===== config.mk =====
export PLATFORM = sky130hd
export DESIGN_NAME = feedback_debounce
export DESIGN_NICKNAME = d
export VERILOG_FILES = /design/src/rtl/beamforming_pkg.sv /design/src/rtl/feedback_debounce.sv
export SDC_FILE = /design/constraint.sdc
export NUM_CORES = 1
export LEC_CHECK = 0
export CELL_PAD_IN_SITES_DETAIL_PLACEMENT = 1
export CELL_PAD_IN_SITES_GLOBAL_PLACEMENT = 1
export CORE_ASPECT_RATIO = 0.8
export CORE_MARGIN = 1
export CORE_UTILIZATION = 39
export CTS_BUF_LIST = sky130_fd_sc_hd__clkbuf_4
export CTS_CLUSTER_DIAMETER = 80
export CTS_CLUSTER_SIZE = 12
export DETAILED_ROUTE_END_ITERATION = 12
export PLACE_DENSITY_LB_ADDON = 0.1
export REMOVE_ABC_BUFFERS = 1
export SLEW_MARGIN = 20
export SYNTH_ARGS = -nofsm -noshare
export SYNTH_HDL_FRONTEND = slang
export SYNTH_SLANG_ARGS = --single-unit

===== constraint.sdc =====
create_clock -name clock -period 2.17 [get_ports clock]
set_clock_uncertainty 0.2 [all_clocks]
set_input_delay 0.434 -clock clock [delete_from_list [all_inputs] [get_ports clock]]
set_output_delay 0.434 -clock clock [all_outputs]
set_load 0.005 [all_outputs]

===== src/rtl/beamforming_pkg.sv =====
// Shared definitions for the element-activation feedback checker:
// default array width, checker FSM encoding and step-index sizing.
package beamforming_pkg;

    // Default transducer array width (one feedback line per element).
    localparam int NUM_ELEMENTS_DEF = 8;

    // Checker FSM states.
    typedef enum logic [1:0] {
        ST_IDLE  = 2'd0,
        ST_SYNC  = 2'd1,
        ST_TRACK = 2'd2,
        ST_FAIL  = 2'd3
    } chk_state_t;

    // Width of the step index: it counts 0..num_elements, where the last
    // value is the all-zero gap step, so num_elements+1 codes are needed.
    function automatic int idx_width(input int num_elements);
        return (num_elements < 1) ? 1 : $clog2(num_elements + 1);
    endfunction

endpackage


===== src/rtl/feedback_debounce.sv =====
// Input conditioning for the element-feedback bus: two-flop synchronizer,
// stability counter and a single-cycle accept pulse for each new settled value.
module feedback_debounce
    import beamforming_pkg::*;
#(
    parameter int WIDTH         = NUM_ELEMENTS_DEF,
    parameter int SETTLE_CYCLES = 4
) (
    input  logic             clock,
    input  logic             reset,
    input  logic             clear_hist,   // forget the last accepted value
    input  logic [WIDTH-1:0] feedback,     // asynchronous pins
    output logic [WIDTH-1:0] feedback_s,   // synchronized bus
    output logic             accept,       // one-cycle pulse, value on accept_value
    output logic [WIDTH-1:0] accept_value
);

    localparam int CW = $clog2(SETTLE_CYCLES + 1);
    localparam logic [CW-1:0] SETTLE_MAX = CW'(SETTLE_CYCLES);

    logic [WIDTH-1:0] sync1;
    logic [CW-1:0]    stable_cnt;
    logic [WIDTH-1:0] last_value;
    logic             hist_valid;

    // Synchronizer plus run-length counter of the synchronized value.
    // The counter restarts at 1 on the edge feedback_s takes a new value,
    // so it equals the number of cycles feedback_s has held its value.
    always_ff @(posedge clock or posedge reset) begin
        if (reset) begin
            sync1      <= '0;
            feedback_s <= '0;
            stable_cnt <= '0;
        end else begin
            sync1      <= feedback;
            feedback_s <= sync1;
            if (sync1 != feedback_s)
                stable_cnt <= CW'(1);
            else if (stable_cnt != SETTLE_MAX)
                stable_cnt <= stable_cnt + CW'(1);
        end
    end

    // Acceptance history: remembering the last accepted value is what
    // turns the saturated counter into a single-cycle accept pulse.
    always_ff @(posedge clock or posedge reset) begin
        if (reset) begin
            last_value <= '0;
            hist_valid <= 1'b0;
        end else if (clear_hist) begin
            last_value <= '0;
            hist_valid <= 1'b0;
        end else if (accept) begin
            last_value <= feedback_s;
            hist_valid <= 1'b1;
        end
    end

    assign accept       = (stable_cnt == SETTLE_MAX) &&
                          (!hist_valid || (feedback_s != last_value));
    assign accept_value = feedback_s;

endmodule


==> results.json, run 1 <==
{
  "synth_compound_area_share_pct": 5.19,
  "grt_pass1_vias": 903,
  "path_max_fanout": 2,
  "p_clk_share_pct": 24.9,
  "synth_most_common_cell": "dfrtp_1",
  "grt_remaining_overflow": 0,
  "critPathRequiredTime_ps": 1540,
  "clkSinkCount": 28,
  "num-fill-cells": 322,
  "grt-busiest-layer": "met2",
  "initial_core_util_pct": 42.3,
  "finalWorstSetupSlack_ps": 47.6,
  "synth_simple_gate_area_share_pct": 14.8,
  "synth_commonest_cells": "dfrtp_1 (28), nand2_1 (22), buf_4 (8), xnor2_1 (8), xor2_1 (8)",
  "drc": 0,
  "grt_pass1_wl_um": 4620,
  "max_clock_freq_ghz": 0.471,
  "grt_max_degree": 29,
  "die_w_um": 64.2,
  "period_share_pct": 97.8,
  "dp_slack_ps": 49.5,
  "whs_ps": 215,
  "ant_nets": 0,
  "first_pass_iters": 4,
  "crit_slowest_cell": "dfrtp_1",
  "cpPeakStageDelay_ps": 440,
  "worst_slew_pin_slew_ps": 397,
  "placementRows": 17,
  "cts.htree.levels": 1,
  "combPwrFrac_pct": 12.9,
  "power_leakage_nw": 0.743,
  "synthTopCellsByArea": "dfrtp_1 (58%), nand2_1 (6.8%), xnor2_1 (5.8%)",
  "async_reset_ff_share_pct": 100,
  "p_int_uw": 674,
  "die-height_um": 51.7,
  "synth_top_family_by_area": "simple AND/OR/NAND/NOR gates",
  "globalplace.congestion": 0.708,
  "powerDensity_nw_per_um2": 541,
  "via_per_inst": 4.77,
  "synth_cells": 111,
  "synth_xor_area_share_pct": 13.0,
  "wl_per_cell_um": 15.5,
  "insertedDiodeCount": 0,
  "criticalPathCategory": "flip-flop to output pin",
  "tritoncts": "built",
  "place_area_sq_um": 1550,
  "status": "finished, final reports clean",
  "start_kind": "flip-flop",
  "p_sw_uw": 213,
  "worstSkewPairLatency_ps": 330,
  "ys_warn_count": 0,
  "path_cells": "xnor2_2 -> nand4_1 -> nor3_2 -> nor2_1 -> buf_2",
  "cts_made_buffers": 3,
  "syn_to_final_growth_pct": 36.0,
  "crit_start": "last_value[6]$_DFFE_PP0P_",
  "synth_edf_count": 0,
  "cts_buffer_depth": 2,
  "syn-cell-area_sq_um": 1210,
  "cp_data_arrival_time_ps": 1490,
  "io_buffers": 27,
  "drv_slew": 0,
  "yosys.area_share.adder_pct": 2.07,
  "swShare_pct": 24.0,
  "synth-main-ff-cell": "dfrtp_1",
  "p_total_uw": 887,
  "synthMuxAreaShare_pct": 0,
  "final_cell_area_sq_um": 1640,
  "peakVddDrop_v": 0.000432,
  "nNetsFinal": 161,
  "cts-root-buf": "clkbuf_4",
  "track_usage_pct": 19.5,
  "wirelength_um": 2860,
  "core_area_sq_um": 2850,
  "clk_pin_slew_ps": 150,
  "setup_viol": 0,
  "antenna_found_initial": 0,
  "r2r-start": "last_value[6]$_DFFE_PP0P_",
  "hold_path_startpoint": "sync1[3]$_DFF_PP0_",
  "min_period_ps": 2120,
  "sequentialPowerShare_pct": 62.2,
  "dieArea_sq_um": 3320,
  "synth_top_area_share_pct": 58.1,
  "endpoint_kind": "output pin",
  "hold_viol_final": 0,
  "ys_seq_area_share_pct": 58.1,
  "vias": 883,
  "syn_area_per_cell_sq_um": 10.9,
  "drive_gt1_share_pct": 18.4,
  "pin_count": 28,
  "cap_violations": 0,
  "timing.slew.headroom_pct": 73.3,
  "rsz0062_at_grt": "true",
  "hpwl_um": 2080,
  "final_util_pct": 57.6,
  "ys_types": 21,
  "grt_use_met3_pct": 5.26,
  "hp-class": "flip-flop to flip-flop",
  "globalRouteMet2Util_pct": 31.9,
  "synth.ff_latch_count": 28,
  "use_met1_pct": 25.1,
  "drtIter0Drc": 21,
  "synth_top_cell_by_area": "dfrtp_1"
}
critical path, delay by kind of cell, from the launching register on:
kind	cells	cell delay, ps
buffers and inverters	1	120
DFF	1	440
xor gates and xnor gates	1	190
and+or+nand+nor	3	420
per-stage QoR:
stage	TNS, ps	std cells
floorplan	0	101
global placement	0	178
detailed placement	0	178
CTS	-15.0	183
global route	-55.7	185
finish	0	185
routing by layer:
layer / up-vias / part of all wire [%] / routed length (um)
met2: 22 / 47 / 1350
met1: 430 / 48 / 1360
met3: 5 / 3.9 / 112
li1: 426 / - / -
met5: - / 0 / 0
met4: 0 / 1.2 / 35
flip-flops by register name, indices dropped and copies added, names as in the netlist:
| register | count |
|---|---|
| stable_cnt | 3 |
| sync1 | 8 |
| hist_valid | 1 |
| last_value | 8 |
| accept_value | 8 |
worst paths after layout:
kind	end	slack, ps	depth (start not counted)
worst max-delay path	accept	50	5
worst min-delay path	accept_value[3]$_DFF_PP0_	210	0
worst max register to register	last_value[5]$_DFFE_PP0P_	290	5
worst min register to register	accept_value[3]$_DFF_PP0_	210	0
max in group asynchronous	accept_value[0]$_DFF_PP0_	1260	3
min in group asynchronous	sync1[6]$_DFF_PP0_	240	3
power by group through the flow:
stage | Combinational (mW) | Sequential (mW) | Clock (mW)
final | 0.115 | 0.551 | 0.221
after global routing | 0.124 | 0.553 | 0.251
after CTS | 0.114 | 0.551 | 0.227
after detailed placement | 0.111 | 0.560 | 0
after global placement | 0.109 | 0.558 | 0
after floorplan | 0.0286 | 0.564 | 0
cell usage in the layout (no fill, tap or decap):
master,instances
inv_1,4
xor2_1,8
buf_2,1
dlymetal6s2s_1,3
nor2_1,5
ha_1,2
and3_1,2
and2_1,1
or4_1,2
buf_4,15
xnor2_2,6
nor3_1,1
nand3_1,1
nand2_1,22
nor4_1,2
clkinv_1,1
dfrtp_1,28
nor3_2,1
a21oi_1,7
clkdlybuf4s50_1,23
nand3_2,1
o21ai_0,2
xnor2_1,3
o2111ai_1,2
clkbuf_4,3
nand4_1,1
final cells by class:
class | count | area (sq um) | area share, %
flip-flops and latches | 28 | 701 | 42.7
multi-input cells | 69 | 465 | 28.4
repair buffers | 42 | 385 | 23.5
well taps | 38 | 47.5 | 2.90
clock buffers | 3 | 22.5 | 1.37
inverters | 4 | 15.0 | 0.915
clock inverters | 1 | 3.75 | 0.229
logic make-up after synthesis:
group	after synthesis
AOI/OAI and AO/OA	11
xor gates and xnor gates	17
adders and majority gates	2
buffers and inverters	14
DFF	28
and+or+nand+nor	39
timing repair:
action / 4_1_cts / 5_1_grt
resized for setup: 6 / 6
hold buffers: 0 / 0
setup buffers: 1 / 2
endpoints found under the setup margin: 1 / 1
pin swaps: 4 / 5
No activity file was read; power rests on OpenSTA's default activity.
==> run 2: changes to the inputs <==
--- a/config.mk
+++ b/config.mk
@@ -16,7 +16,6 @@
 export DETAILED_ROUTE_END_ITERATION = 12
 export PLACE_DENSITY_LB_ADDON = 0.1
 export REMOVE_ABC_BUFFERS = 1
-export SLEW_MARGIN = 20
 export SYNTH_ARGS = -nofsm -noshare
 export SYNTH_HDL_FRONTEND = slang
 export SYNTH_SLANG_ARGS = --single-unit
==> results of run 2 <==
Same layout as run 1: the final DEF is identical, and so are final timing and power.
